`config.mk`:
```
export PLATFORM = sky130hd
export DESIGN_NAME = pipe_stage_skid
export DESIGN_NICKNAME = d
export VERILOG_FILES = /design/src/rtl/pipe_stage_skid.sv
export SDC_FILE = /design/constraint.sdc
export NUM_CORES = 1
export LEC_CHECK = 0
export ABC_AREA = 1
export BUFFER_PORTS_ARGS = -buffer_cell sky130_fd_sc_hd__buf_4
export CAP_MARGIN = 20
export CELL_PAD_IN_SITES_DETAIL_PLACEMENT = 1
export CELL_PAD_IN_SITES_GLOBAL_PLACEMENT = 1
export CORE_MARGIN = 2
export CORE_UTILIZATION = 36
export DETAILED_ROUTE_END_ITERATION = 10
export GPL_ROUTABILITY_DRIVEN = 0
export PLACE_DENSITY_LB_ADDON = 0.1
export SLEW_MARGIN = 0
export SYNTH_ARGS = -nofsm -noshare
export SYNTH_HDL_FRONTEND = slang
export SYNTH_SLANG_ARGS = --single-unit
export TNS_END_PERCENT = 10
```
`constraint.sdc`:
```
create_clock -name clk -period 1.6 [get_ports clk]
set_input_delay 0.08 -clock clk [delete_from_list [all_inputs] [get_ports clk]]
set_output_delay 0.08 -clock clk [all_outputs]
set_load 0.02 [all_outputs]
```
`src/rtl/pipe_stage_skid.sv`:
```
// ---------------------------------------------------------------------------
// pipe_stage_skid
//
// Pipeline-stage register with a valid/ready handshake, a 2-entry skid buffer
// and a synchronous flush. It sits between pipeline stages where the
// downstream stage may stall and the hazard unit may squash in-flight beats.
//
// Handshake: a beat moves across an interface at the active clock edge when
// valid and ready are both 1 at that edge. A producer holds valid and its
// payload steady until the transfer happens. in_ready is registered and
// never depends combinationally on out_ready or in_valid, so ready chains
// between stages are broken at every stage.
//
// Parameters
//   WIDTH        payload width in bits
//   RESET_VAL    out_data value while the stage holds nothing (e.g. a NOP)
//   CLK_NEGEDGE  1: state updates on the falling clk edge, 0: rising edge
//
// Ports
//   clk        stage clock (active edge chosen by CLK_NEGEDGE)
//   reset      asynchronous, active-low reset
//   flush      synchronous squash of every held beat
//   in_valid   upstream presents a beat on in_data
//   in_ready   stage accepts a beat at the next active edge (registered)
//   in_data    upstream payload
//   out_valid  out_data holds a valid beat
//   out_ready  downstream accepts out_data at the next active edge
//   out_data   payload to the next stage (registered)
//   occupancy  number of held beats, 0..2; this is also the FSM state code
// ---------------------------------------------------------------------------
module pipe_stage_skid #(
  parameter int               WIDTH       = 32,
  parameter logic [WIDTH-1:0] RESET_VAL   = '0,
  parameter bit               CLK_NEGEDGE = 1'b1
) (
  input  logic             clk,
  input  logic             reset,
  input  logic             flush,
  input  logic             in_valid,
  output logic             in_ready,
  input  logic [WIDTH-1:0] in_data,
  output logic             out_valid,
  input  logic             out_ready,
  output logic [WIDTH-1:0] out_data,
  output logic [1:0]       occupancy
);

  // The state code doubles as the occupancy count.
  typedef enum logic [1:0] {
    EMPTY = 2'd0,
    BUSY  = 2'd1,
    FULL  = 2'd2
  } state_t;

  state_t           state;
  logic [WIDTH-1:0] main_q;
  logic [WIDTH-1:0] skid_q;
  logic             in_ready_q;
  logic             clk_e;
  logic             in_xfer;
  logic             out_xfer;

  // Falling-edge builds simply run the same flops from an inverted clock.
  assign clk_e = CLK_NEGEDGE ? ~clk : clk;

  assign out_valid = (state == BUSY) || (state == FULL);
  assign out_data  = main_q;
  assign in_ready  = in_ready_q;
  assign occupancy = state;

  assign in_xfer  = in_valid  & in_ready_q;
  assign out_xfer = out_valid & out_ready;

  // Reset asserts immediately; its release is expected away from the active
  // edge, so the first active edge after release already runs normally.
  // in_ready_q is loaded with (next state != FULL) in every branch.
  always_ff @(posedge clk_e or negedge reset) begin
    if (!reset) begin
      state      <= EMPTY;
      main_q     <= RESET_VAL;
      skid_q     <= RESET_VAL;
      in_ready_q <= 1'b1;
    end else if (flush) begin
      // Flush wins over everything: an incoming beat is dropped, an outgoing
      // beat has already been taken by the consumer.
      state      <= EMPTY;
      main_q     <= RESET_VAL;
      skid_q     <= RESET_VAL;
      in_ready_q <= 1'b1;
    end else begin
      case (state)
        EMPTY: begin
          in_ready_q <= 1'b1;
          if (in_xfer) begin
            state  <= BUSY;
            main_q <= in_data;
          end
        end
        BUSY: begin
          in_ready_q <= 1'b1;
          if (in_xfer && out_xfer) begin
            main_q <= in_data;
          end else if (out_xfer) begin
            state  <= EMPTY;
            main_q <= RESET_VAL;
          end else if (in_xfer) begin
            // Downstream stalled: park the new beat behind the current one.
            state      <= FULL;
            skid_q     <= in_data;
            in_ready_q <= 1'b0;
          end
        end
        FULL: begin
          if (out_xfer) begin
            state      <= BUSY;
            main_q     <= skid_q;
            skid_q     <= RESET_VAL;
            in_ready_q <= 1'b1;
          end else begin
            in_ready_q <= 1'b0;
          end
        end
        default: begin
          // Unused code (e.g. an upset flop): fall back to a clean empty stage.
          state      <= EMPTY;
          main_q     <= RESET_VAL;
          skid_q     <= RESET_VAL;
          in_ready_q <= 1'b1;
        end
      endcase
    end
  end

endmodule

```
Word level (Yosys, flattened, before mapping):

Cells that the tools add are included.

* register bits: 67
* output and inout port bits: 36
* word-level logic and storage cells: 45

* eq/ne operators: 10
* mux-type cells: 23
* bitwise gates (word level): 2
* reductions and logical operators: 6

Operator list (count)
* 32-bit two-way mux: 8
* 32-bit one-hot mux with 3 select lines: 2
* 3-bit != test, second input constant: 5
* 2-bit two-way mux: 6
* 2-bit one-hot mux with 3 select lines: 1
* 1-bit two-way mux: 5
* 5-bit AND reduction: 1
* 4-bit by 3-bit != test with 1-bit output, second input constant: 1
* 4-bit != test, second input constant: 1
* 4-bit AND reduction: 1
* 3-bit AND reduction: 1
* 1-bit AND: 2
* 2-bit by 1-bit equality test with 1-bit output, second input constant: 1
* 2-bit equality test, second input constant: 1
* 2-bit logical NOT: 1
* 2-bit != test, second input constant: 1
* 1-bit one-hot mux with 2 select lines: 1
* 1-bit logical AND: 1
* 1-bit logical OR: 1

Logic depth before layout (Yosys ltp):

* word-level depth: 7
* gate-level depth with buffers: 10
* mapped depth without buffers: 9

==> out/results.txt <==
Post-Syn Area: 4120 um^2
Mapped Cells: 633
Synth Warn #: 0
Final core occ: 53.8%
Worst hold path type: input pin to asynchronous set/reset pin
Slew @ Worst Pin: 337 ps
Drt pass-1 iters: 4
Worst Setup Start Kind: flop
Status: complete, but fails checks
Met1 WL: 6580 um
Inserted Clock Buffers: 9
Highest routed layer: met4
Global Route Usage Sum: 24.3%
Grt total ovfl: 0
Initial Utilization: 36.5%
Register area share after synthesis: 40.8%
Power density cells: 1940 nW/um^2
RSZ-0062 raised after global routing: yes
First-pass GRT wire length: 23500 um
Die width: 111 um
CTS tree: done
Syn Nets: 674
Max IR drop VDD: 1050 uV
Required time worst endpoint: 1520 ps
Failing checks: negative setup slack
Residual DRC count: 0
IO Pins: 73
Final worst slack: -473 ps
Routed Antenna Nets: 0
Synth cell types: 22
Area growth, synth to finish: 47.2%
Met2 wire len: 7590 um
Drt total wl: 15000 um
Clock Latency Late Sink: 380 ps
Placed Area: 5050 um^2
Worst-case clock skew: 46.1 ps
Hold_buf cts: 0
Max cap viols: 0
Total power: 11.8 mW
Clk sinks: 67
Number of global-route vias before repair: 4543
Final Hold Viols: 0
Slew Viols, Final: 0
Most frequent cells in the layout: 311 x nand2_1, 66 x dfrtn_1, 65 x inv_1
Clk buf depth: 2
PortBufs: 72
Fraction of layout cells with a size suffix above 1: 28.5%
Via count: 4399
# rows: 39
Post-route cell area: 6060 um^2
Clk slew on worst S/H paths: 40 ps
Setup violators final: 102
Worst slack, placed: -400 ps
Worst EP arrival: 1990 ps
H-tree levels: 3
Vias per Instance: 5.02
Pin count of the biggest net entering global routing: 33
Initial DRC Count: 211
Syn Area/Cell: 6.50 um^2
Wire per inst: 17.1 um
Max-slew headroom: 77.5%
Crit Path Category: flop to primary output
Most common cell after layout, fill and taps aside: nand2_1
Core Area: 11300 um^2
Worst hold slack: 327 ps
Reg2Reg Depth: 13
Die height: 111 um
Worst Setup End Kind: primary output
Fill cells: 1432
Initial antenna violation count: 0
LEAKAGE: 3.54 nW
HPWL reported at the end of detailed placement: 8980 um
Metal3 WL: 548 um
Clock Tree Root: clkbuf_16
Die area: 12300 um^2
Max FO, Critical Path: 2
Fin nets: 772
Synthesized flop and latch total: 67
Antenna Cells: 0
[flip-flops by register name, summed over array words and instances (netlist names)]
name,cells
occupancy,2
skid_q,32
out_data,32
in_ready,1
[cell type report]
cell class	instances	area (um^2)	share of cell area, %
sequential	67	1680	27.7
tap	143	179	2.95
clock inverter	4	43.8	0.723
clock buffer	11	243	4.01
timing repair buffer	125	1370	22.7
multi-input combinational	455	2260	37.3
inverter	72	283	4.67
[Yosys cell counts]
cell type | number | area share, %
nor2_4 | 2 | 0.55
nand3_1 | 37 | 4.5
inv_4 | 1 | 0.15
buf_4 | 1 | 0.18
or2_1 | 1 | 0.15
nand3_4 | 1 | 0.43
dfstp_2 | 1 | 0.64
nand2_2 | 3 | 0.46
clkbuf_1 | 5 | 0.46
buf_6 | 6 | 1.6
nand2_1 | 330 | 30
nor2_2 | 2 | 0.30
nor2_1 | 37 | 3.4
nand3_2 | 1 | 0.24
buf_2 | 27 | 3.3
ha_1 | 4 | 1.2
buf_1 | 1 | 0.091
inv_1 | 68 | 6.2
nand4_1 | 33 | 5.0
inv_2 | 4 | 0.36
dfrtn_1 | 66 | 40
nand2_4 | 2 | 0.55
[report_power, final]
group / total [mW] / switching, mW / leakage, nW / internal [mW]
sequential: 2.79 / 0.425 / 0.902 / 2.36
combinational: 7.00 / 4.06 / 2.49 / 2.94
clock: 1.98 / 0.748 / 0.143 / 1.23
total: 11.8 / 5.23 / 3.54 / 6.53
[metal layers]
layer  vias to the layer above  GRT usage [%]
met2                       109           42.5
li1                       2120              -
met1                      2143           30.6
met4                         0           8.25
met5                         -              0
met3                        27           3.66
[repair_timing]
item | in CTS | in global routing
pin swaps | 6 | 22
gates resized for setup | 55 | 59
cloned | 4 | 3
setup endpoints to repair | 102 | 102
buffers inserted | 8 | 8
[metrics by stage]
stage	std cells	setup TNS, ps
floorplan	633	-11490
global placement	842	-19590
detailed placement	842	-22750
CTS	867	-18420
global route	877	-31830
finish	877	-26020
[worst max-delay path, cell delays in order (launching register included)]
cell	delay (ps)
dfrtn_1	420
inv_2	60
ha_4	270
buf_6	110
[cells by family after synthesis]
logic type | synth area share [%]
buf+inv | 12.4
flops | 40.8
simple gates | 45.7
fa+ha+maj | 1.22
[path summary, 6_finish.rpt]
check / slack, ps / to / startpoint
worst max-delay path: -470 / out_valid / occupancy[0]
max in group asynchronous: 800 / skid_q[3] / reset
min in group clk: 420 / skid_q[6] / skid_q[6]
worst min register to register: 420 / skid_q[6] / skid_q[6]
worst max register to register: -350 / out_data[5] / occupancy[0]
worst min-delay path: 330 / out_data[26] / reset
No activity file was read; power rests on OpenSTA's default activity.
